$ cat config.mk
export PLATFORM = sky130hd
export DESIGN_NAME = pcm_mm_scheduler_flat
export DESIGN_NICKNAME = d
export VERILOG_FILES = /design/src/rtl/pcm_mm_scheduler_if.sv /design/src/rtl/pcm_mm_scheduler.sv /design/src/flat_wrapper.sv
export SDC_FILE = /design/constraint.sdc
export NUM_CORES = 1
export LEC_CHECK = 0
export BUFFER_PORTS_ARGS = -buffer_cell sky130_fd_sc_hd__buf_4
export CAP_MARGIN = 15
export CORE_MARGIN = 5
export CORE_UTILIZATION = 29
export CTS_CLUSTER_DIAMETER = 150
export DETAILED_ROUTE_END_ITERATION = 10
export GPL_TIMING_DRIVEN = 0
export HOLD_SLACK_MARGIN = 0.12
export PLACE_DENSITY = 0.61
export SYNTH_ARGS = -nofsm -noshare
export SYNTH_HDL_FRONTEND = slang
export SYNTH_SLANG_ARGS = --single-unit
export TNS_END_PERCENT = 50
$ cat constraint.sdc
create_clock -name clk -period 2.1 [get_ports clk]
set_clock_uncertainty 0.05 [all_clocks]
set_input_delay 0.63 -clock clk [delete_from_list [all_inputs] [get_ports clk]]
set_output_delay 0.63 -clock clk [all_outputs]
set_load 0.01 [all_outputs]
$ cat src/rtl/pcm_mm_scheduler_if.sv
// Handshake and PCM pin bundle between the per-port requester, the scheduler and the array.
// The slave modport is the scheduler's view; master is the requester/array side.
interface pcm_mm_scheduler_if #(
  parameter int ADDR_W = 20,
  parameter int DATA_W = 16
);
  logic              schedule;
  logic [ADDR_W-1:0] req_addr;
  logic              req_write;
  logic [DATA_W-1:0] req_wdata;
  logic              resolved;
  logic [DATA_W-1:0] resp_data;
  logic              busy;
  logic              pcm_cs;
  logic              pcm_we;
  logic [ADDR_W-1:0] pcm_addr;
  logic [DATA_W-1:0] pcm_wdata;
  logic [DATA_W-1:0] pcm_rdata;

  modport slave (
    input  schedule, req_addr, req_write, req_wdata, pcm_rdata,
    output resolved, resp_data, busy, pcm_cs, pcm_we, pcm_addr, pcm_wdata
  );

  modport master (
    output schedule, req_addr, req_write, req_wdata, pcm_rdata,
    input  resolved, resp_data, busy, pcm_cs, pcm_we, pcm_addr, pcm_wdata
  );
endinterface

$ cat src/rtl/pcm_mm_scheduler.sv
// Responder for the PCM main-memory conflict handshake: one fixed-latency array access per request.
// Defining PCM_MM_SCHED_RBUF_EN adds a one-entry write-through read buffer.
module pcm_mm_scheduler #(
  parameter int ADDR_W = 20,
  parameter int DATA_W = 16,
  parameter int RD_LAT = 4,
  parameter int WR_LAT = 12
) (
  input logic               clk,
  input logic               reset,
  pcm_mm_scheduler_if.slave bus
);

  localparam int MAX_LAT = (RD_LAT > WR_LAT) ? RD_LAT : WR_LAT;
  localparam int CNT_W   = (MAX_LAT < 1) ? 1 : $clog2(MAX_LAT + 1);

  typedef enum logic [2:0] {
    S_IDLE,
    S_ISSUE,
    S_WAIT,
    S_RESP,
    S_GAP
  } state_t;

  state_t            r_state;
  logic [CNT_W-1:0]  r_cnt;
  logic              r_write;
  logic [ADDR_W-1:0] r_addr;
  logic [DATA_W-1:0] r_wdata;
  logic [DATA_W-1:0] r_respData;
  logic              r_resolved;
  logic              r_busy;
  logic              r_cs;

`ifdef PCM_MM_SCHED_RBUF_EN
  logic              r_bufValid;
  logic [ADDR_W-1:0] r_bufAddr;
  logic [DATA_W-1:0] r_bufData;
  logic              w_bufHit;

  assign w_bufHit = r_bufValid && !bus.req_write && (r_bufAddr == bus.req_addr);
`endif

  // The captured request registers double as the array pins, so they hold between accesses.
  assign bus.resolved  = r_resolved;
  assign bus.resp_data = r_respData;
  assign bus.busy      = r_busy;
  assign bus.pcm_cs    = r_cs;
  assign bus.pcm_we    = r_write;
  assign bus.pcm_addr  = r_addr;
  assign bus.pcm_wdata = r_wdata;

  always_ff @(posedge clk or posedge reset) begin
    if (reset) begin
      r_state    <= S_IDLE;
      r_cnt      <= '0;
      r_write    <= 1'b0;
      r_addr     <= '0;
      r_wdata    <= '0;
      r_respData <= '0;
      r_resolved <= 1'b0;
      r_busy     <= 1'b0;
      r_cs       <= 1'b0;
`ifdef PCM_MM_SCHED_RBUF_EN
      r_bufValid <= 1'b0;
      r_bufAddr  <= '0;
      r_bufData  <= '0;
`endif
    end else begin
      r_cs       <= 1'b0;
      r_resolved <= 1'b0;
      case (r_state)
        S_IDLE: begin
          if (bus.schedule) begin
            r_busy <= 1'b1;
`ifdef PCM_MM_SCHED_RBUF_EN
            if (w_bufHit) begin
              r_respData <= r_bufData;
              r_resolved <= 1'b1;
              r_state    <= S_RESP;
            end else begin
              r_addr  <= bus.req_addr;
              r_write <= bus.req_write;
              r_wdata <= bus.req_wdata;
              r_cs    <= 1'b1;
              r_state <= S_ISSUE;
            end
`else
            r_addr  <= bus.req_addr;
            r_write <= bus.req_write;
            r_wdata <= bus.req_wdata;
            r_cs    <= 1'b1;
            r_state <= S_ISSUE;
`endif
          end
        end
        S_ISSUE: begin
          r_cnt   <= r_write ? CNT_W'(WR_LAT) : CNT_W'(RD_LAT);
          r_state <= S_WAIT;
        end
        S_WAIT: begin
          // Read data is valid in the last WAIT cycle, exactly RD_LAT cycles after the strobe.
          if (r_cnt <= CNT_W'(1)) begin
            r_cnt      <= '0;
            r_resolved <= 1'b1;
            r_state    <= S_RESP;
            r_respData <= r_write ? r_wdata : bus.pcm_rdata;
`ifdef PCM_MM_SCHED_RBUF_EN
            if (!r_write) begin
              r_bufValid <= 1'b1;
              r_bufAddr  <= r_addr;
              r_bufData  <= bus.pcm_rdata;
            end else if (r_bufValid && (r_bufAddr == r_addr)) begin
              r_bufData <= r_wdata;
            end
`endif
          end else begin
            r_cnt <= r_cnt - CNT_W'(1);
          end
        end
        S_RESP: begin
          r_state <= S_GAP;
        end
        S_GAP: begin
          r_busy  <= 1'b0;
          r_state <= S_IDLE;
        end
        default: begin
          r_busy  <= 1'b0;
          r_state <= S_IDLE;
        end
      endcase
    end
  end

  always_ff @(posedge clk) begin
    assert (RD_LAT >= 1 && WR_LAT >= 1)
      else $error("pcm_mm_scheduler: RD_LAT and WR_LAT must both be at least 1");
  end

endmodule

$ cat src/flat_wrapper.sv
// flat-port wrapper written by rule: the top's interface ports become plain ports
module pcm_mm_scheduler_flat 
#(
  parameter int ADDR_W = 20,
  parameter int DATA_W = 16,
  parameter int RD_LAT = 4,
  parameter int WR_LAT = 12
)
  (clk, reset, bus_schedule, bus_req_addr, bus_req_write, bus_req_wdata, bus_pcm_rdata, bus_resolved, bus_resp_data, bus_busy, bus_pcm_cs, bus_pcm_we, bus_pcm_addr, bus_pcm_wdata);
  pcm_mm_scheduler_if #(.ADDR_W(ADDR_W), .DATA_W(DATA_W)) bus_i ();
  input logic clk;
  input logic reset;
  input wire logic [$bits(bus_i.schedule)-1:0] bus_schedule;
  input wire logic [$bits(bus_i.req_addr)-1:0] bus_req_addr;
  input wire logic [$bits(bus_i.req_write)-1:0] bus_req_write;
  input wire logic [$bits(bus_i.req_wdata)-1:0] bus_req_wdata;
  input wire logic [$bits(bus_i.pcm_rdata)-1:0] bus_pcm_rdata;
  output wire logic [$bits(bus_i.resolved)-1:0] bus_resolved;
  output wire logic [$bits(bus_i.resp_data)-1:0] bus_resp_data;
  output wire logic [$bits(bus_i.busy)-1:0] bus_busy;
  output wire logic [$bits(bus_i.pcm_cs)-1:0] bus_pcm_cs;
  output wire logic [$bits(bus_i.pcm_we)-1:0] bus_pcm_we;
  output wire logic [$bits(bus_i.pcm_addr)-1:0] bus_pcm_addr;
  output wire logic [$bits(bus_i.pcm_wdata)-1:0] bus_pcm_wdata;
  assign bus_i.schedule = bus_schedule;
  assign bus_i.req_addr = bus_req_addr;
  assign bus_i.req_write = bus_req_write;
  assign bus_i.req_wdata = bus_req_wdata;
  assign bus_i.pcm_rdata = bus_pcm_rdata;
  assign bus_resolved = bus_i.resolved;
  assign bus_resp_data = bus_i.resp_data;
  assign bus_busy = bus_i.busy;
  assign bus_pcm_cs = bus_i.pcm_cs;
  assign bus_pcm_we = bus_i.pcm_we;
  assign bus_pcm_addr = bus_i.pcm_addr;
  assign bus_pcm_wdata = bus_i.pcm_wdata;
  pcm_mm_scheduler #(.ADDR_W(ADDR_W), .DATA_W(DATA_W), .RD_LAT(RD_LAT), .WR_LAT(WR_LAT)) u_core (.clk(clk), .reset(reset), .bus(bus_i));
endmodule
== Yosys cells after proc, flatten, opt, wreduce, memory -nomap -nowiden ==
Index checks and enable logic that the tools add are counted.
W data, S select, Z words.
Storage, ports and cells
  register bits after elaboration: 63
  latch bits: 0
  bits in writable memories: 0
  memory bits (read-only): 0
  bits of input ports: 56
  output and inout port bits: 56
  memories kept: 0
Operators by class
  $add $sub $neg: 1
  multiply operators: 0
  divide/modulo/power cells: 0
  order comparisons: 1
  equality and inequality tests: 5
  shift operators: 0
  muxes and demuxes: 13
  bitwise gates (word level): 1
  reductions and logical operators: 7
Operators by type and width (count)
  $mux W16: 1
  $pmux W3 S4: 1
  $mux W4: 2
  $pmux W4 S2: 1
  $reduce_and A2 Y1: 4
  $eq A3 B2 Y1 const B: 2
  $mux W3: 2
  $mux W1: 5
  $le A4 B1 Y1 const B: 1
  $sub A4 B1 Y4 const B: 1
  $eq A3 B1 Y1 const B: 1
  $logic_not A3 Y1: 1
  $reduce_or A3 Y1: 1
  $ne A2 B1 Y1 const B: 1
  $ne A2 B2 Y1 const B: 1
  $pmux W1 S2: 1
  $reduce_bool A2 Y1: 1
  $not A1 Y1: 1

== Longest topological paths before layout ==
Gate-level depths: netlist of the first run.
  depth after elaboration: 4
  mapped depth: 6
  depth with buffers taken out: 5

== Worst setup path after synthesis of the first run ==
No wires, ideal clock.
  path type: register to register
  from: register u_core.r_state[0]
  to: register u_core.r_addr[10], in the netlist u_core.bus.pcm_addr[10]
  library setup time: 125 ps
  data arrival time: 1363 ps
  path slack: 562 ps
  cell stages (with the launch flop): 7
  clock period less this slack: 1538 ps
  path through: dfrtp_1 -> nor2_2 -> nand2_2 -> nor2_2 -> buf_6 -> buf_12 -> mux2_4
Between the ends
  word-level cells in the longest chain between the ends: 2
RTL lines
  from (decl): RTL line pcm_mm_scheduler.sv:25  | state_t r_state;
  from (signal assigned): RTL line pcm_mm_scheduler.sv:55  | r_state <= S_IDLE;
  from (signal assigned): RTL line pcm_mm_scheduler.sv:93  | r_state <= S_ISSUE;
  from (signal assigned): RTL line pcm_mm_scheduler.sv:99  | r_state <= S_WAIT;
  $logic_not A3 Y1: RTL line pcm_mm_scheduler.sv:72  | case (r_state)
  $reduce_and A2 Y1 (no source line)
  to (signal assigned): RTL line pcm_mm_scheduler.sv:89  | r_addr <= bus.req_addr;
  to (decl): RTL line pcm_mm_scheduler.sv:28  | logic [ADDR_W-1:0] r_addr;
No other way between the ends.
A chain may end at the register's enable or synchronous reset.

== Final worst setup path of the first run ==
  from: register u_core.r_state[0]
  to: register u_core.r_addr[11], in the netlist u_core.bus.pcm_addr[11]
The elaborated chain is that of the path after synthesis.

==> results of run 1 <==
[sequential cells by signal (all words and copies together), names as in the netlist]
register / cells
u_core.r_cnt: 4
u_core.bus.pcm_addr: 20
u_core.r_state: 3
u_core.bus.pcm_we: 1
u_core.bus.pcm_wdata: 16
u_core.bus.resp_data: 16
u_core.bus.resolved: 1
u_core.bus.pcm_cs: 1
u_core.bus.busy: 1
[layer usage]
layer / track usage [%] / wire (um) / vias to the layer above
li1: - / - / 925
met1: 15.1 / 2810 / 936
met2: 19.0 / 3260 / 80
met3: 5.89 / 594 / 8
met4: 3.42 / 61 / 0
met5: 0 / 0 / -
[logic make-up after synthesis]
group                    share of synthesized area (%)
AO/OA/AOI/OAI                                     5.87
XOR/XNOR                                         0.326
adder cells (fa/ha/maj)                          0.931
buffers and inverters                             3.96
flip-flops                                        58.7
multiplexers                                      24.1
AND/OR/NAND/NOR                                   6.10
[worst min path at each step]
stage,to,cells after the start,from
floorplan,u_core.bus.resp_data[1]$_DFFE_PP0P_,2,u_core.bus.resp_data[1]$_DFFE_PP0P_
global placement,u_core.bus.resp_data[9]$_DFFE_PP0P_,2,u_core.bus.resp_data[9]$_DFFE_PP0P_
detailed placement,u_core.bus.resp_data[3]$_DFFE_PP0P_,2,u_core.bus.resp_data[3]$_DFFE_PP0P_
CTS,u_core.bus.pcm_wdata[12]$_DFFE_PP0P_,2,reset
global route,u_core.bus.pcm_wdata[12]$_DFFE_PP0P_,2,reset
finish,u_core.bus.pcm_wdata[12]$_DFFE_PP0P_,2,reset
[worst register-to-register path, stage by stage (launching register included)]
cell	delay (ns)
dfrtp_1	0.46
nor2_2	0.18
nand2_2	0.08
nor2_2	0.13
buf_6	0.20
buf_12	0.17
mux2_4	0.31
[power groups by stage]
stage                     clock [W]  sequential [W]  combinational, W
after floorplan                   0         0.00245           0.00142
after global placement            0         0.00222           0.00289
after detailed placement          0         0.00225           0.00292
after CTS                   0.00107         0.00223           0.00293
after global routing        0.00113         0.00231           0.00312
final                       0.00102         0.00223           0.00288
[placed cells by master, fill, tap and decap left out, drive strengths merged, types with 2 or more instances in the layout]
cell type,count
nor2,5
o21ai,22
mux2i,16
mux2,37
clkinvlp,2
ha,2
buf,122
dfrtp,63
inv,3
nand2,21
clkbuf,10
clkinv,2
[final cells by class]
| type | count | area [um^2] | share of cell area, % |
|---|---|---|---|
| Buffer | 10 | 91.3 | 2.36 |
| Clock buffer | 10 | 138 | 3.56 |
| Clock inverter | 4 | 47.5 | 1.23 |
| Inverter | 4 | 18.8 | 0.485 |
| Multi-Input combinational cell | 116 | 1000 | 25.9 |
| Sequential cell | 63 | 1580 | 40.8 |
| Tap cell | 111 | 139 | 3.59 |
| Timing Repair Buffer | 112 | 853 | 22.1 |
[metrics by stage]
stage          utilization (%)  instance area [um^2]  power (W)
6_report                  42.3                  3870    0.00613
5_1_grt                   42.3                  3870    0.00656
4_1_cts                   42.3                  3870    0.00624
3_5_place_dp              40.2                  3680    0.00518
3_3_place_gp              40.0                  3660    0.00511
2_1_floorplan                -                  2690    0.00387
==> impl_results.md, run 1 <==
* Worst r2r src: u_core.r_state[0]$_DFFE_PP0P_
* Area leader, netlist: dfrtp_1
* Synth top area share at 58.7%
* Worst hold margin at about 0.40 ns
* TritonCTS buffer count at 9
* Core area at slightly above 0.009 mm^2
* Crit path capture: u_core.bus.pcm_addr[11]$_DFFE_PP0P_
* CTS Hold Bufs at 0
* Worst slack at placement at 0.317 ns
* Die Span Y at 106 um
* Comb power frac at a little under half
* Vias in the first global route at approximately 2k
* Residual DRC count at 0
* Crit path depth at 6
* Crit. End Element: flop
* Placed Instances at 416
* Slew HR at between 40% and 50%
* Max incr delay on CP at 0.46 ns
* CP Max Fanout at 10
* Slew at the pin closest to its max-slew limit at between 0.8 and 0.9 ns
* WP buf/inv at 2
* Final period utilization at roughly four fifths
* Largest net degree at the start of global routing at 37
* Layout area overhead at 44.0%
* Setup CP Type: reg2reg
* Avg Cell Area, Syn at around 14 um^2
* Final net count at roughly 370
* Most used DFF post-synth: dfrtp_1
* Status: finished clean
* Register share of total power at between 30% and 40%
* Post-cts resize count at 0
* First-pass GRT wire length at about 11000 um
* Setup Fix Bufs, Post-CTS at 0
* Worst Path Required at roughly 2.3 ns
* Slowest cell on crit path: dfrtp_1
* Ys async rst share at 100%
* FF-to-FF End: u_core.bus.pcm_addr[11]$_DFFE_PP0P_
* RSZ-0062 raised after global routing: no
* Crit path time final at 1.71 ns
* IO Port Bufs at 111
* Top Ports at 112
* Clock slew at reported path FFs at 0.07 ns
* Yosys reg bits at 63
* CP most frequent cell: nor2_2
* Final setup fails at 0
* Layout fillers at about 860
* Initial antenna violation count at 0
* Post-route ant nets at 0
* Cell chain of the critical path: nor2_2, nand2_2, nor2_2, buf_6, buf_12, mux2_4
* Crit path from: u_core.r_state[0]$_DFFE_PP0P_
* CTS Root Cell: clkbuf_8
* Share of cells above drive strength 1 at 56.4%
* Critical path's top delay family: flip-flops
* Bufs on Longest Clock Path at 2
* Vias per inst at 4.53
* Initial drt markers at a little over 60
* Full die area at approximately 0.011 mm^2
* Initial Util at 29.4%
* Total Wirelength at between 6000 and 7000 um
* Commonest cells in the synthesized netlist: dfrtp_1, nand2_1, mux2_4
* GPL Wtd Cong at around 0.77
* Post-synthesis sequential area ratio at approximately three fifths
* Routed WL per cell at around 16 um
* Worst vdd ir at roughly 0.67 mV
* Clock network fraction of design power at 16.7%
* Synthesized Nets at 251
* LEAKAGE at around 1.9 nW
* Synth top area cells: dfrtp_1, mux2_4, mux2_2
* Gr usage total at roughly 12%
* Worst Reg-to-Reg Cells at 6
* Most frequent cell after synthesis: dfrtp_1
* Congestion Overflow GR at 0
* Post-synthesis cell area at approximately 0.0027 mm^2
* Final Slew Violations at 0
* Final Hold Violating Endpoints at 0
* Rows at 35
* Antenna cell count at 0
* Pwr dens at 1580 mW/mm^2
* Worst hold path class: in2async
* Synth Warn # at 0
* Die X at 106 um
* Clock Latency Late Sink at roughly 0.33 ns
* Max_cap viols at 0
* H-tree Lvls at 3
* Switching Fraction at 34.3%
* FMAX at 586 MHz
* Data arrival time of the worst path at between 1.5 and 2 ns
* Internal power at slightly above 0.004 W
* Post-detail-place hpwl at between 4000 and 5000 um
* FF-to-FF setup slack at between 0.3 and 0.4 ns
* Startpoint class of the critical path: flop
* Final Worst Setup Slack at a little under 0.4 ns
* Sum Neg Setup Slack at 0 ns
* CTS tree: built
* Clock sink total at 63
* Syn Inst Count at 193
* Net Sw Power at 0.00210 W
* Post-synth EDFFs at 0
* Netlist cell types at 29
* Vias at roughly 1.9k
* Fin cells at 430
* Pre-antenna DRT Iters at 6
Note: power is estimated with default switching activity, not from simulation.
==> run 2: changes to the inputs <==
--- a/config.mk
+++ b/config.mk
@@ -5,6 +5,7 @@
 export SDC_FILE = /design/constraint.sdc
 export NUM_CORES = 1
 export LEC_CHECK = 0
+export ABC_AREA = 1
 export BUFFER_PORTS_ARGS = -buffer_cell sky130_fd_sc_hd__buf_4
 export CAP_MARGIN = 15
 export CORE_MARGIN = 5
==> constraint.sdc (replaced) <==
create_clock -name clk -period 1.45 [get_ports clk]
set_clock_uncertainty 0.05 [all_clocks]
set_input_delay 0.435 -clock clk [delete_from_list [all_inputs] [get_ports clk]]
set_output_delay 0.435 -clock clk [all_outputs]
set_load 0.01 [all_outputs]
==> run 2 against run 1 <==
Net effect: via count rose by 18%; worst hold slack got worse by 0.17 ns; die area shrank 0.59%.
==> impl_results.md, run 2 <==
* Post-synthesis cell area at 0.00267 mm^2 (-0.65%)
* Worst vdd ir at 0.770 mV (+15%)
* Antenna cell count at 0 (unchanged)
* Routed WL per cell at 13.9 um (-11%)
* Full die area at 0.0112 mm^2 (-0.59%)
* Synth Warn # at 0 (unchanged)
* Slew at the pin closest to its max-slew limit at 0.866 ns (+0.0563 ns)
* Final net count at 479 (+28%)
* Final Hold Violating Endpoints at 0 (unchanged)
* Placed Instances at 517 (+24%)
* Area leader, netlist: dfrtp_1
* Worst r2r src: u_core.r_cnt[1]$_DFFE_PP0P_
* Worst hold path class: in2async
* Initial drt markers at 104 (+70%)
* Crit path capture: u_core.r_cnt[2]$_DFFE_PP0P_
* Post-synthesis sequential area ratio at 59.1% (+0.39 points)
* Vias per inst at 4.29 (-5.3%)
* FMAX at 716 MHz (+22%)
* Max_cap viols at 0 (unchanged)
* Clock sink total at 63 (unchanged)
* CTS Root Cell: clkbuf_8
* Worst Path Required at 1.61 ns (-0.66 ns)
* Congestion Overflow GR at 0 (unchanged)
* Yosys reg bits at 63 (unchanged)
* GPL Wtd Cong at 0.718 (-6.9%)
* Most frequent cell after synthesis: nand2_1
* Crit path from: u_core.r_cnt[1]$_DFFE_PP0P_
* Largest net degree at the start of global routing at 39 (+5.4%)
* Initial Util at 29.3% (-0.051 points)
* Pre-antenna DRT Iters at 4 (-2)
* Sum Neg Setup Slack at 0 ns (unchanged)
* Most used DFF post-synth: dfrtp_1
* Initial antenna violation count at 0 (unchanged)
* Largest register FFs at 20 (unchanged)
* Status: finished clean
* Syn Inst Count at 294 (+52%)
* Synth top area share at 59.1% (+0.39 points)
* FF-to-FF setup slack at 0.05 ns (-0.34 ns)
* Total Wirelength at 7460 um (+11%)
* Clock Latency Late Sink at 0.32 ns (about the same)
* Cell chain of the critical path: inv_2, ha_4, nor2_1, nor2_2, nand2_4, buf_4, nand3_1, o21ai_0
* Worst Reg-to-Reg Cells at 8 (+2)
* Final Slew Violations at 0 (unchanged)
* Data arrival time of the worst path at 1.56 ns (-0.31 ns)
* Layout area overhead at 48.0%
* Top Ports at 112 (unchanged)
* Residual DRC count at 0 (unchanged)
* First-pass GRT wire length at 12200 um (+13%)
* FF-to-FF End: u_core.r_cnt[2]$_DFFE_PP0P_
* Post-synth EDFFs at 0 (unchanged)
* Layout fillers at 940 (+8.9%)
* Critical path's top delay family: flip-flops
* Clock slew at reported path FFs at 0.07 ns (about the same)
* WP buf/inv at 2 (unchanged)
* Pwr dens at 2250 mW/mm^2 (+42%)
* Crit path depth at 8 (+2)
* Startpoint class of the critical path: flop
* Synthesized Nets at 352 (+40%)
* Post-detail-place hpwl at 5360 um (+8.9%)
* CTS tree: built
* Die X at 106 um (-0.30%)
* Die Span Y at 106 um (-0.30%)
* Share of cells above drive strength 1 at 39.7% (-17 points)
* CP Max Fanout at 4 (-6)
* Core area at 0.00911 mm^2 (-0.48%)
* Vias in the first global route at 2413 (+17%)
* TritonCTS buffer count at 9 (unchanged)
* Slowest cell on crit path: dfrtp_1
* Setup CP Type: reg2reg
* Crit. End Element: flop
* Final setup fails at 0 (unchanged)
* Commonest cells after routing, fill and taps aside: nand2_1, buf_4, dfrtp_1, mux2_2, clkbuf_8
* Post-route ant nets at 0 (unchanged)
* Vias at 2306 (+18%)
* LEAKAGE at 2.17 nW (+14%)
* Synth top area cells: dfrtp_1, nand2_1, mux2_2
* Commonest non-fill, non-tap cell in the layout: nand2_1
* Netlist cell types at 24 (-17%)
* IO Port Bufs at 111 (unchanged)
* Crit path time final at 1.40 ns (-0.310 ns)
* Max incr delay on CP at 0.40 ns (-0.06 ns)
* Final period utilization at 96.4% (+15 points)
* H-tree Lvls at 3 (unchanged)
* Commonest cells in the synthesized netlist: nand2_1, dfrtp_1, mux2_2
* Avg Cell Area, Syn at 9.08 um^2 (-35%)
* Ys async rst share at 100% (unchanged)
* RSZ-0062 raised after global routing: yes
* Slew HR at 42.1% (-3.8 points)
* Gr usage total at 13.7% (+1.5 points)
* Bufs on Longest Clock Path at 2 (unchanged)
* Rows at 35 (unchanged)
* Fin cells at 537 (+25%)
[run 2: cell types whose count changed after synthesis, moves of 3 or more]
cell,delta
o21ai_1,-12
mux2i_1,-16
mux2_4,-19
inv_1,+3
nand2_1,+150
o21ai_0,-7
inv_2,+3
[run 2: cells by family after synthesis]
kind of cell	after synthesis	synth area share (%)
adders and majority gates	2	0.937
AOI/OAI and AO/OA	6	1.22
xor gates and xnor gates	1	0.328
muxes	16	6.75
and+or+nand+nor	183	26.8
buffers and inverters	23	4.88
DFF	63	59.1
[run 2: layer usage]
metal | global-route usage (%) | share of wire (%) | up-vias
met5 | 0 | 0 | -
met4 | 4.44 | 1.0 | 0
met3 | 3.34 | 5.1 | 10
met2 | 23.7 | 51 | 55
met1 | 16.9 | 43 | 1088
li1 | - | - | 1153
[run 2: worst min path at each step]
stage	startpoint	slack [ns]	depth (start not counted)	endpoint
floorplan	u_core.r_state[2]$_DFFE_PP0P_	0.42	1	u_core.r_state[2]$_DFFE_PP0P_
CTS	bus_req_addr[13]	0.23	3	u_core.bus.pcm_addr[13]$_DFFE_PP0P_
global placement	u_core.bus.busy$_DFFE_PP0P_	0.41	2	u_core.bus.busy$_DFFE_PP0P_
global route	bus_req_addr[17]	0.25	3	u_core.bus.pcm_addr[17]$_DFFE_PP0P_
detailed placement	u_core.bus.busy$_DFFE_PP0P_	0.41	2	u_core.bus.busy$_DFFE_PP0P_
finish	reset	0.23	2	u_core.bus.pcm_addr[16]$_DFFE_PP0P_
[run 2: report_power, final]
part	switching, W	internal (W)	total [W]
Clock	0.000660	0.00106	0.00172
Sequential	0.000551	0.00261	0.00316
Combinational	0.00202	0.00198	0.00401
[run 2: area by class of cell]
type | instances | area (um^2) | area share [%]
Clock buffer | 13 | 159 | 4.02
Buffer | 10 | 83.8 | 2.12
Sequential cell | 63 | 1580 | 39.9
Tap cell | 111 | 139 | 3.52
Timing Repair Buffer | 118 | 902 | 22.8
Multi-Input combinational cell | 208 | 975 | 24.7
Clock inverter | 3 | 65.1 | 1.65
Inverter | 11 | 50.0 | 1.27
[run 2: worst reg2reg max path, cell delays in order, from the launching register on]
cell	delay, ns
dfrtp_1	0.40
inv_2	0.10
ha_4	0.14
nor2_1	0.05
nor2_2	0.16
nand2_4	0.11
buf_4	0.15
nand3_1	0.06
o21ai_0	0.07
[run 2: repair_timing]
item	4_1_cts	5_1_grt
pin swaps	2	3
setup buffers	2	4
setup endpoints to repair	11	36
gates cloned	0	0
hold endpoints to repair	0	0
hold buffers	0	0
resized for setup	4	9
[run 2: per-stage QoR]
step	hold slack, ns	power (W)	util [%]	area [um^2]	setup WS [ns]
6_report	0.229	0.00889	43.4	3950	0.0528
5_1_grt	0.245	0.00961	43.4	3950	-0.0435
4_1_cts	0.234	0.00892	42.8	3900	0.00332
3_5_place_dp	0.410	0.00712	40.2	3660	-0.149
3_3_place_gp	0.409	0.00700	40.0	3640	-0.280
2_1_floorplan	0.416	0.00525	-	2670	0.0479
